===== config.mk =====
export PLATFORM = sky130hd
export DESIGN_NAME = mips_pc_unit
export DESIGN_NICKNAME = d
export VERILOG_FILES = /design/src/rtl/mips_pc_unit.sv
export SDC_FILE = /design/constraint.sdc
export NUM_CORES = 1
export LEC_CHECK = 0
export CORE_UTILIZATION = 45
export CTS_CLUSTER_DIAMETER = 30
export DETAILED_ROUTE_END_ITERATION = 10
export PLACE_DENSITY = 0.77
export SLEW_MARGIN = 0
export SYNTH_ARGS = -nofsm -noshare
export SYNTH_HDL_FRONTEND = slang
export SYNTH_SLANG_ARGS = --single-unit

===== constraint.sdc =====
create_clock -name clk -period 3.75 [get_ports clk]
set_input_delay 0.75 -clock clk [delete_from_list [all_inputs] [get_ports clk]]
set_output_delay 0.75 -clock clk [all_outputs]
set_load 0.02 [all_outputs]

===== src/rtl/mips_pc_unit.sv =====
// mips_pc_unit: program-counter register and next-PC selector.
// The PC advances by 4 each cycle unless a jump, branch or JR redirects it.
// A redirect that arrives during a stall is held as a pending target and is
// applied on the first unstalled cycle. A newer redirect replaces a pending
// one, and a redirect present on that first unstalled cycle also wins.
// Optional feature: define PC_REDIRECT_COUNT_EN to add the redirect_count
// output, which counts the redirect targets written into the PC.
// Handshake: there is no valid/ready pair. stall=1 holds the PC for the
// cycle. A redirect enable is consumed on every edge where it is high:
// it is either applied to the PC or latched as the pending target.
module mips_pc_unit #(
  parameter int              PC_W     = 32,
  parameter logic [PC_W-1:0] RESET_PC = 32'h0000_0000
) (
  input  logic            clk,
  input  logic            rst_n,
  input  logic            stall,
  input  logic            jump_en,
  input  logic [27:0]     jump_target,
  input  logic            branch_en,
  input  logic [PC_W-1:0] branch_offset,
  input  logic            jr_en,
  input  logic [PC_W-1:0] jr_addr,
  output logic [PC_W-1:0] pc,
  output logic [PC_W-1:0] pc_plus4,
  output logic            redirect_pending,
  output logic            addr_misaligned,
  output logic            state_dbg
`ifdef PC_REDIRECT_COUNT_EN
  ,
  output logic [31:0]     redirect_count
`endif
);

  typedef enum logic {
    RUN  = 1'b0,
    HOLD = 1'b1
  } state_e;

  state_e          state_q, state_d;
  logic [PC_W-1:0] pc_q, pc_d;
  logic [PC_W-1:0] pend_q, pend_d;
  logic            mis_q, mis_d;
  logic            redirect;
  logic [PC_W-1:0] target;

  assign pc_plus4         = pc_q + 32'd4;
  assign pc               = pc_q;
  assign redirect_pending = (state_q == HOLD);
  assign addr_misaligned  = mis_q;
  assign state_dbg        = state_q;
  assign redirect         = jr_en | jump_en | branch_en;

  // Select the redirect target. JR has the highest priority, then jump,
  // then branch.
  always_comb begin
    target = pc_plus4 + branch_offset;
    if (jr_en) begin
      target = {jr_addr[PC_W-1:2], 2'b00};
    end else if (jump_en) begin
      target = {pc_plus4[PC_W-1:28], jump_target};
    end
  end

  // Next-state logic. The pending target is computed from the PC at the
  // time it is latched, not from the PC when it is applied.
  always_comb begin
    state_d = state_q;
    pc_d    = pc_q;
    pend_d  = pend_q;
    mis_d   = jr_en & (jr_addr[1:0] != 2'b00);
    unique case (state_q)
      RUN: begin
        if (!stall) begin
          pc_d = redirect ? target : pc_plus4;
        end else if (redirect) begin
          pend_d  = target;
          state_d = HOLD;
        end
      end
      HOLD: begin
        if (stall) begin
          if (redirect) pend_d = target;
        end else begin
          pc_d    = redirect ? target : pend_q;
          state_d = RUN;
        end
      end
      default: state_d = RUN;
    endcase
  end

  // State, PC, pending-target and misaligned-pulse registers.
  always_ff @(posedge clk or negedge rst_n) begin
    if (!rst_n) begin
      state_q <= RUN;
      pc_q    <= RESET_PC;
      pend_q  <= '0;
      mis_q   <= 1'b0;
    end else begin
      state_q <= state_d;
      pc_q    <= pc_d;
      pend_q  <= pend_d;
      mis_q   <= mis_d;
    end
  end

`ifdef PC_REDIRECT_COUNT_EN
  logic [31:0] count_q;
  logic        count_inc;

  // A redirect target is written into the PC on any unstalled edge that
  // either carries a redirect or leaves HOLD.
  assign count_inc      = !stall && (redirect || (state_q == HOLD));
  assign redirect_count = count_q;

  // Redirect counter. It wraps at 2^32.
  always_ff @(posedge clk or negedge rst_n) begin
    if (!rst_n) begin
      count_q <= 32'd0;
    end else if (count_inc) begin
      count_q <= count_q + 32'd1;
    end
  end
`endif

endmodule


==> results of run 1 <==
cell usage in the layout (no fill, tap or decap), types with 7 or more instances in the layout:
cell type	netlist	routed
a21o_1	15	15
a21oi_1	53	47
a21oi_2	1	7
a31oi_1	10	10
and3_1	8	7
buf_4	3	112
clkbuf_16	0	9
clkdlybuf4s50_1	0	159
dfrtp_1	66	52
dfrtp_2	0	14
ha_1	39	30
ha_4	0	8
inv_1	17	17
mux2_2	18	18
mux2i_1	13	12
nand2_1	83	81
nand2b_1	20	20
nand3_1	28	22
nand4_1	11	11
nor2_1	47	45
nor3_1	17	11
o211ai_1	29	29
o21a_1	10	10
o21ai_0	71	69
o31ai_1	8	8
xnor2_1	24	12
xnor2_2	2	12
xor2_1	20	18
state kept, by name, indices dropped and copies added (netlist names):
register and cells:
addr_misaligned 1, pc 32, pend_q 32, redirect_pending 1
what timing repair did:
item | CTS | global route
endpoints found under the setup margin | 4 | 17
pin swaps | 3 | 31
buffers inserted | 1 | 10
resized for setup | 7 | 54
cell families after synthesis:
family | Yosys count | synth area share [%]
and+or+nand+nor | 237 | 19.12
buffers and inverters | 67 | 4.456
adders and majority gates | 40 | 8.337
xor gates and xnor gates | 46 | 6.858
AOI/OAI and AO/OA | 266 | 28.67
DFF | 66 | 27.10
muxes | 31 | 5.462
power by group:
group,internal [mW],switching [mW],leakage [nW]
clock network,0.683,0.325,0.176
logic,1.08,1.16,3.07
registers,0.836,0.115,0.771
path summary, 6_finish.rpt:
check	startpoint	end	slack, ns	cells past startpoint
worst max-delay path	pc[6]$_DFFE_PN0P_	pend_q[29]$_DFFE_PN0P_	-0.006	16
worst min-delay path	pend_q[26]$_DFFE_PN0P_	pend_q[26]$_DFFE_PN0P_	0.47	2
worst max register to register	pc[6]$_DFFE_PN0P_	pend_q[29]$_DFFE_PN0P_	-0.006	16
worst min register to register	pend_q[26]$_DFFE_PN0P_	pend_q[26]$_DFFE_PN0P_	0.47	2
max in group asynchronous	rst_n	redirect_pending$_DFF_PN0_	2.50	2
min in group asynchronous	rst_n	pc[13]$_DFFE_PN0P_	0.62	2
stage by stage:
step / setup slack [ns] / utilization (%) / hold WS (ns)
2_1_floorplan: -0.08379 / - / 0.4398
3_3_place_gp: -0.05619 / 65.41 / 0.4503
3_5_place_dp: -0.09173 / 65.41 / 0.4569
4_1_cts: 0.007646 / 68.30 / 0.4689
5_1_grt: -0.1519 / 71.17 / 0.4926
6_report: -0.006374 / 71.17 / 0.4713
critical path, cell delays in order (launching register included):
cell	delay, ns
dfrtp_2	0.36
and3_4	0.18
buf_4	0.12
nand3_4	0.10
buf_4	0.18
nor3_4	0.17
nand4_1	0.16
xnor2_2	0.23
ha_4	0.25
a21o_1	0.17
a21o_1	0.18
a21oi_2	0.16
o211ai_1	0.15
o41a_1	0.43
xor2_1	0.17
a221o_1	0.37
a22o_1	0.24
per-layer routing:
metal	part of all wire [%]	wire length, microns	vias to the layer above
met2	47	10130	337
met5	0	0	-
met3	7.8	1701	46
met1	43	9407	3263
met4	2.5	548	0
li1	-	-	3274
area by class of cell:
cell class                      count  area [sq um]
Tap cell                          176         220.2
Clock buffer                       11         252.7
Multi-Input combinational cell    620          4598
Inverter                           20         75.07
Timing Repair Buffer              279          2510
Clock inverter                      5         100.1
Sequential cell                    66          1669
Fill cell                        1026          3817
==> reports/qor.csv, run 1 <==
stage;metric;value;unit
die;dieWidth;118.4;microns
cts;cts_tree;built;
drt;wire_per_inst;18.51;microns
logic_synthesis;netlist_top_cells_area;dfrtp_1 27%, ha_1 8.0%, o21ai_0 5.8%, nand2_1 5.1%, a21oi_1 4.4%;
global_routing;grt_pass1_vias;6629;
power;p_leak;4.015;nW
power;power.density;445.0;nW/um^2
power;report.power.total;4.194;mW
die;die_area;14010;sq um
cells_and_area;fin_area;9425;sq um
placed_design;hpwlAfterDp;16.06;mm
die;die_y;118.4;microns
logic_synthesis;synth_edf_count;0;
placed_design;dp.cells;1151;
critical_path;crit_type;reg -> reg;
logic_synthesis;synth.distinct_cells;71;
critical_path;critPathLaunchType;flip-flop;
global_routing;grt_start_max_net_pins;67;
logic_synthesis;synth_top_area_share;27.10;%
critical_path;cp_max_fo;4;
sta;min_period;3.756;ns
sta;post-route-period-util;100.2;%
placed_design;place_area;8662;sq um
sta;worst_slack;-0.006374;ns
placed_design;io_buffer_count;164;
cts;cts.sinks;66;
logic_synthesis;synth_area;6093;sq um
global_routing;met2_usage;49.52;%
sta;setup_viol;1;
sta;grt_setup_unrepaired;yes;
die;ios;165;
critical_path;required;3.98;ns
global_routing;gr-usage-met3;4.633;%
cells_and_area;antenna_cells;0;
die;fp.coreArea;13240;sq um
drt;vias;6920;
run_status;status;finished, violations left;
cts;cts_max_level;3;
logic_synthesis;syn_inst;753;
critical_path;cp.arrival;3.99;ns
logic_synthesis;async_flop_share;100.0;%
cts;clk_pin_slew;0.06;ns
logic_synthesis;syn_nets;891;
logic_synthesis;synthTopCellsByCount;83 x nand2_1, 71 x o21ai_0, 66 x dfrtp_1;
cells_and_area;area_delta_synth_final;54.68;%
die;rows;42;
global_routing;grtUsageTotal;31.32;%
cells_and_area;drive_above_1_share;23.78;%
cts;insertion_delay;0.35;ns
global_routing;grt_overflow_total;0;
die;start_util;46.01;%
drt;route.detailed.drc;0;
cts;cts.path.max_buffers;2;
drt;drtPass1Iterations;6;
cts;root_buffer;clkbuf_16;
cts;cts_buffers;9;
drt;routed_wl;21.79;mm
placed_design;gp_congestion;0.9374;
cells_and_area;fin_nets;1134;
logic_synthesis;ys_seq_elements;66;
drt;ant_nets;0;
global_routing;grt-busiest-layer;met2;
global_routing;grtUsageMet1;42.58;%
cts;holdBufCountCts;0;
job;maxCapViolCount;0;
sta;fmax;266.2;MHz
logic_synthesis;ys_seq_area_share;27.10;%
sta;slew_headroom;40.31;%
drt;drt_iter0_markers;722;
logic_synthesis;yosys_warnings;0;
sta;slew_viol_final;0;
global_routing;antenna_found_initial;0;
sta;finClkSkew;0.005859;ns
global_routing;grt_pass1_wl;34.42;mm
critical_path;end_kind;flip-flop;
sta;setup_tns;-0.006374;ns
run_status;violations;setup timing;
logic_synthesis;yosysTopAreaCell;dfrtp_1;
drt;vias_per_cell;5.879;
worst_hold_path;hold_class;reg -> reg;
cells_and_area;final_cells;1177;
logic_synthesis;synth.most_common_cell;nand2_1;
logic_synthesis;synth.avg_cell_area;8.092;sq um
logic_synthesis;ys.flop_type;dfrtp_1;
sta;hold_viol_final;0;
power;ir_drop;0.2284;mV
sta;worst_pin_slew;0.8954;ns
No activity file was read; power rests on OpenSTA's default activity.
==> inputs of run 2 (changes only) <==
MAX_ROUTING_LAYER = met4   (was unset)
==> run 2 against run 1 <==
The flow now finishes without violations. Fmax rose by 0.74%. Utilization shrank 2.2 points. Sequential cell count unchanged. Critical endpoint is now pend_q[28]$_DFFE_PN0P_.
==> reports/qor.csv, run 2 (same netlist as run 1, synthesis figures left out) <==
stage;metric;value;unit;change
run_status;status;finished, final reports clean;;
critical_path;cpMostUsedCell;a21o_1;;
critical_path;end_kind;flip-flop;;
die;ios;165;;unchanged
worst_hold_path;hold-path-cell-count;2;;unchanged
sta;setup_viol;0;;-1
sta;post-route-period-util;99.43;%;-0.74 points
drt;routed_wl;21.48;mm;-1.4%
global_routing;antenna_found_initial;0;;unchanged
power;p_sw;1.549;mW;-2.9%
critical_path;crit_type;reg -> reg;;
sta;fmax;268.2;MHz;+0.74%
critical_path;r2r_setup_slack;0.02;ns;+0.03 ns
cts;cts_buffers;9;;unchanged
worst_hold_path;hp-start;pend_q[24]$_DFFE_PN0P_;;
worst_hold_path;min_to;pend_q[24]$_DFFE_PN0P_;;
critical_path;required;3.99;ns;about the same
critical_path;critPathLaunchType;flip-flop;;
cts;cts.path.max_buffers;2;;unchanged
critical_path;reg2reg_depth;16;;unchanged
power;pwr-share-clk;20.7;%;-3.3 points
global_routing;grt_overflow_total;0;;unchanged
critical_path;reg2reg_to;pend_q[28]$_DFFE_PN0P_;;
critical_path;critPathLaunch;pc[4]$_DFFE_PN0P_;;
cells_and_area;area_delta_synth_final;49.84;%;
die;rows;42;;unchanged
sta;grt_setup_unrepaired;yes;;
drt;vias_per_cell;5.887;;+0.13%
critical_path;cp_slowest_cell;dfrtp_2;;
cts;insertion_delay;0.35;ns;about the same
cells_and_area;final_common_cell;clkdlybuf4s50_1;;
die;die_area;14010;sq um;unchanged
sta;finClkSkew;0.006712;ns;+0.0008536 ns
power;combPwrFrac;55.2;%;+1.9 points
global_routing;grt_start_max_net_pins;67;;unchanged
placed_design;gp_congestion;0.9688;;+3.3%
placed_design;hpwlAfterDp;16.13;mm;+0.40%
power;switching_share;39.68;%;+1.6 points
drt;route.detailed.drc;0;;unchanged
sta;whs;0.4684;ns;-0.002915 ns
placed_design;io_buffer_count;164;;unchanged
critical_path;cp_num_buf_inv;1;;-1
critical_path;r2r-start;pc[4]$_DFFE_PN0P_;;
sta;worst_pin_slew;0.9003;ns;+0.004887 ns
sta;slew_headroom;39.98;%;-0.33 points
die;start_util;46.01;%;unchanged
cts;cts.sinks;66;;unchanged
cells_and_area;drive_above_1_share;21.04;%;-2.7 points
drt;drtPass1Iterations;6;;unchanged
critical_path;cp_max_fo;3;;-1
cts;cts_max_level;3;;unchanged
drt;ant_nets;0;;unchanged
critical_path;max_stage_delay;0.35;ns;-0.08 ns
critical_path;critical_path.top_delay_family;compound AO/OA/AOI/OAI gates;;
critical_path;crit_path_cell_trace;and3_4, nand4_1, buf_4, nor3_4, nand3_2, xnor2_4, ha_1, a21o_1, a21o_1, a21o_1, a221o_1, a31oi_1, o41ai_1, xor2_1, a221o_1, a32o_1;;
drt;vias;6911;;-0.13%
drt;wire_per_inst;18.30;microns;-1.2%
cells_and_area;layout_common_cells;160 x clkdlybuf4s50_1, 111 x buf_4, 81 x nand2_1;;
power;power.density;427.5;nW/um^2;-3.9%
power;ir_drop;0.2263;mV;-0.94%
sta;min_period;3.729;ns;-0.02763 ns
cells_and_area;antenna_cells;0;;unchanged
worst_hold_path;hold_class;reg -> reg;;
die;die_y;118.4;microns;unchanged
die;fp.coreArea;13240;sq um;unchanged
die;dieWidth;118.4;microns;unchanged
cts;root_buffer;clkbuf_16;;
power;power_frac_seq;24.2;%;+1.5 points
cells_and_area;finalCoreUtilization;68.94;%;-2.2 points
power;p_int;2.354;mW;-9.4%
drt;drt_iter0_markers;605;;-16%
global_routing;grt_pass1_wl;33.73;mm;-2.0%
cells_and_area;fin_nets;1131;;-0.26%
job;maxCapViolCount;0;;unchanged
cts;cts_tree;built;;
cts;holdBufCountCts;0;;unchanged
global_routing;grt_pass1_vias;6579;;-0.75%
power;p_leak;3.930;nW;-2.1%
critical_path;cp.arrival;3.96;ns;-0.03 ns
cts;clk_pin_slew;0.06;ns;about the same
global_routing;grtUsageTotal;31.58;%;+0.26 points
sta;hold_viol_final;0;;unchanged
sta;slew_viol_final;0;;unchanged
-- run 2: layout make-up --
class / count / area [sq um]
multi-input cells: 620 / 4413
fillers: 1070 / 4113
repair buffers: 276 / 2477
flip-flops and latches: 66 / 1669
clock buffers: 13 / 260.3
well taps: 176 / 220.2
inverters: 20 / 75.07
clock inverters: 3 / 15.01
-- run 2: tightest hold or removal path: stages, from the launching register on --
cell and delay, ns:
dfrtp_1 0.33, nand2_1 0.05, o31ai_1 0.05
-- run 2: how the worst max path moves through the flow --
stage / endpoint / slack, ns / depth (start not counted)
2_1_floorplan: pend_q[28]$_DFFE_PN0P_ / -0.08 / 15
3_3_place_gp: pend_q[28]$_DFFE_PN0P_ / -0.05 / 13
3_5_place_dp: pend_q[28]$_DFFE_PN0P_ / -0.13 / 13
4_1_cts: pend_q[28]$_DFFE_PN0P_ / 0.004 / 16
5_1_grt: pend_q[29]$_DFFE_PN0P_ / -0.1 / 15
6_report: pend_q[28]$_DFFE_PN0P_ / 0.02 / 16
-- run 2: power groups by stage --
stage	sequential [mW]	clock, mW	combinational, mW
6_report	0.943	0.806	2.15
4_1_cts	0.938	0.809	2.09
3_5_place_dp	0.948	0	2.07
2_1_floorplan	1.03	0	1.09
3_3_place_gp	0.944	0	2.05
5_1_grt	0.958	0.837	2.32
-- run 2: metrics by stage --
step / setup TNS (ns) / setup WS [ns] / std cells / power (mW) / cell area [sq um]
floorplan: -0.1811 / -0.08379 / 753 / 2.119 / 6212
global placement: -0.06793 / -0.05069 / 1152 / 2.998 / 8670
detailed placement: -0.4875 / -0.1263 / 1152 / 3.021 / 8670
CTS: 0 / 0.003822 / 1168 / 3.834 / 8952
global route: -0.2975 / -0.09632 / 1174 / 4.110 / 9130
finish: 0 / 0.02126 / 1174 / 3.903 / 9130
-- run 2: timing repair --
action	CTS	global route
pin swaps	0	14
buffers inserted	0	6
gates resized for setup	3	25
endpoints found under the setup margin	4	20
-- run 2: layer usage --
layer	track usage, %	wire length (microns)	vias to the layer above
met3	4.730	1549	38
met1	41.36	9412	3281
met2	49.04	9986	311
met5	-	0	-
li1	-	-	3281
met4	12.42	533	0
==> inputs of run 3 (changes only) <==
--- a/constraint.sdc
+++ b/constraint.sdc
@@ -3,2 +3,2 @@
 set_output_delay 0.75 -clock clk [all_outputs]
-set_load 0.02 [all_outputs]
+set_load 0.005 [all_outputs]
==> run 3 against run 2 <==
The flow now finishes with violations (setup timing). Routed wire length rose by 1.9%. Clock-buffer cell count decreased by 1. Global-route usage up 0.42 points. Fmax down 0.87%. Worst hold slack lost 0.28 ns. Sequential share of layout area down 0.57 points. Final area increased by 2.2%. Die area unchanged. Clock skew down 0.0014 ns. Critical path type unchanged.
==> reports/qor.csv, run 3 (same netlist as run 1, synthesis figures left out) <==
stage;metric;value;unit;change
global_routing;grt_pass1_vias;6720;;+2.1%
drt;vias_per_cell;5.778;;-1.8%
die;dieWidth;118.4;microns;unchanged
drt;drt_iter0_markers;499;;-18%
critical_path;critPathLaunchType;flip-flop;;
run_status;status;finished, violations left;;
global_routing;grt_start_max_net_pins;46;;-31%
critical_path;cp_slowest_cell;dfrtp_1;;
critical_path;end_kind;flip-flop;;
critical_path;max_stage_delay;0.36;ns;about the same
die;ios;165;;unchanged
die;die_area;14010;sq um;unchanged
cts;cts.path.max_buffers;2;;unchanged
die;rows;42;;unchanged
cts;insertion_delay;0.34;ns;about the same
critical_path;critical_path.top_delay_family;compound AO/OA/AOI/OAI gates;;
job;maxCapViolCount;0;;unchanged
power;p_leak;4.004;nW;+1.9%
sta;grt_setup_unrepaired;yes;;
power;ir_drop;0.1923;mV;-15%
cts;cts_buffers;9;;unchanged
global_routing;grtUsageTotal;32.00;%;+0.42 points
critical_path;cp.arrival;3.99;ns;+0.03 ns
placed_design;gp_congestion;1.015;;+4.8%
sta;worst_pin_slew;0.7779;ns;-0.1224 ns
cells_and_area;drive_above_1_share;22.39;%;+1.3 points
cells_and_area;layout_common_cells;161 x clkdlybuf4s50_1, 125 x buf_4, 81 x nand2_1;;
critical_path;crit_path_cell_trace;and3_4, nand4_1, buf_6, buf_4, nor4_4, buf_4, and2_4, nand2_4, xnor2_2, ha_4, buf_4, a21o_1, a31oi_2, o41ai_2, xor2_1, a221o_1, a32o_1;;
worst_hold_path;hold_class;in -> async;;
drt;vias;6876;;-0.51%
sta;post-route-period-util;100.3;%;+0.87 points
sta;setup_viol;1;;+1
critical_path;cp_num_buf_inv;4;;+3
cts;cts.sinks;66;;unchanged
cells_and_area;fin_nets;1147;;+1.4%
die;start_util;46.01;%;unchanged
sta;fmax;265.9;MHz;-0.87%
cells_and_area;fin_area;9331;sq um;+2.2%
cells_and_area;area_delta_synth_final;53.14;%;
sta;finClkSkew;0.005310;ns;-0.001402 ns
critical_path;cp_max_fo;6;;+3
cts;holdBufCountCts;0;;unchanged
die;die_y;118.4;microns;unchanged
critical_path;r2r-start;pc[6]$_DFFE_PN0P_;;
sta;worst_slack;-0.01131;ns;-0.03257 ns
cts;cts_tree;built;;
cts;root_buffer;clkbuf_16;;
cts;cts_max_level;3;;unchanged
cells_and_area;antenna_cells;0;;unchanged
cts;clk_pin_slew;0.06;ns;about the same
drt;routed_wl;21.89;mm;+1.9%
sta;setup_tns;-0.01131;ns;-0.01131 ns
die;fp.coreArea;13240;sq um;unchanged
drt;drtPass1Iterations;5;;-1
sta;slew_headroom;47.95;%;+8.0 points
placed_design;pre_cts_slack;-0.1932;ns;-0.06691 ns
placed_design;place_area;8628;sq um;-0.48%
sta;whs;0.1869;ns;-0.2815 ns
drt;route.detailed.drc;0;;unchanged
global_routing;grt_overflow_total;0;;unchanged
power;power.density;422.5;nW/um^2;-1.2%
cells_and_area;final_common_cell;clkdlybuf4s50_1;;
critical_path;critPathLaunch;pc[6]$_DFFE_PN0P_;;
critical_path;crit_type;reg -> reg;;
global_routing;grt_pass1_wl;34.29;mm;+1.7%
drt;wire_per_inst;18.39;microns;+0.51%
global_routing;antenna_found_initial;0;;unchanged
run_status;violations;setup timing;;
drt;ant_nets;0;;unchanged
sta;slew_viol_final;0;;unchanged
placed_design;io_buffer_count;164;;unchanged
sta;hold_viol_final;0;;unchanged
critical_path;cpMostUsedCell;buf_4;;
sta;min_period;3.761;ns;+0.03257 ns
critical_path;required;3.98;ns;about the same
placed_design;hpwlAfterDp;16.10;mm;-0.20%
## run 3: final timing paths
path / slack (ns) / cells past startpoint / to
max reg2reg: -0.01 / 17 / pend_q[28]$_DFFE_PN0P_
max in group asynchronous: 2.82 / 2 / redirect_pending$_DFF_PN0_
min: 0.19 / 1 / pend_q[21]$_DFFE_PN0P_
min reg2reg: 0.47 / 2 / pend_q[17]$_DFFE_PN0P_
min in group clk: 0.47 / 2 / pend_q[17]$_DFFE_PN0P_
max: -0.01 / 17 / pend_q[28]$_DFFE_PN0P_
## run 3: per-layer routing
metal / routed length [microns] / vias up / track usage (%)
li1: - / 3293 / -
met1: 9773 / 3287 / 41.13
met2: 10340 / 265 / 51.62
met3: 1289 / 31 / 3.571
met4: 483 / 0 / 12.42
met5: 0 / - / -
## run 3: what timing repair did
action,in CTS,in global routing
pin swaps,4,27
resized for setup,6,46
cloned,0,0
setup buffers,0,15
endpoints found under the setup margin,3,17
## run 3: layout make-up
class / count / area [sq um]
Clock buffer: 12 / 246.5
Clock inverter: 4 / 75.07
Fill cell: 1088 / 3911
Inverter: 20 / 75.07
Multi-Input combinational cell: 620 / 4447
Sequential cell: 66 / 1653
Tap cell: 176 / 220.2
Timing Repair Buffer: 292 / 2615
## run 3: where the power goes
part	internal [mW]	switching [mW]	leakage, nW
clock	0.601	0.330	0.149
combinational	1.08	0.991	3.07
sequential	0.831	0.106	0.784
## run 3: metrics by stage
stage               std cells  power, mW  util (%)
finish                   1190      3.943     70.46
global route             1190      4.166     70.46
CTS                      1175      3.828     67.83
floorplan                 753      1.942         -
global placement         1159      2.850     65.16
detailed placement       1159      2.874     65.16
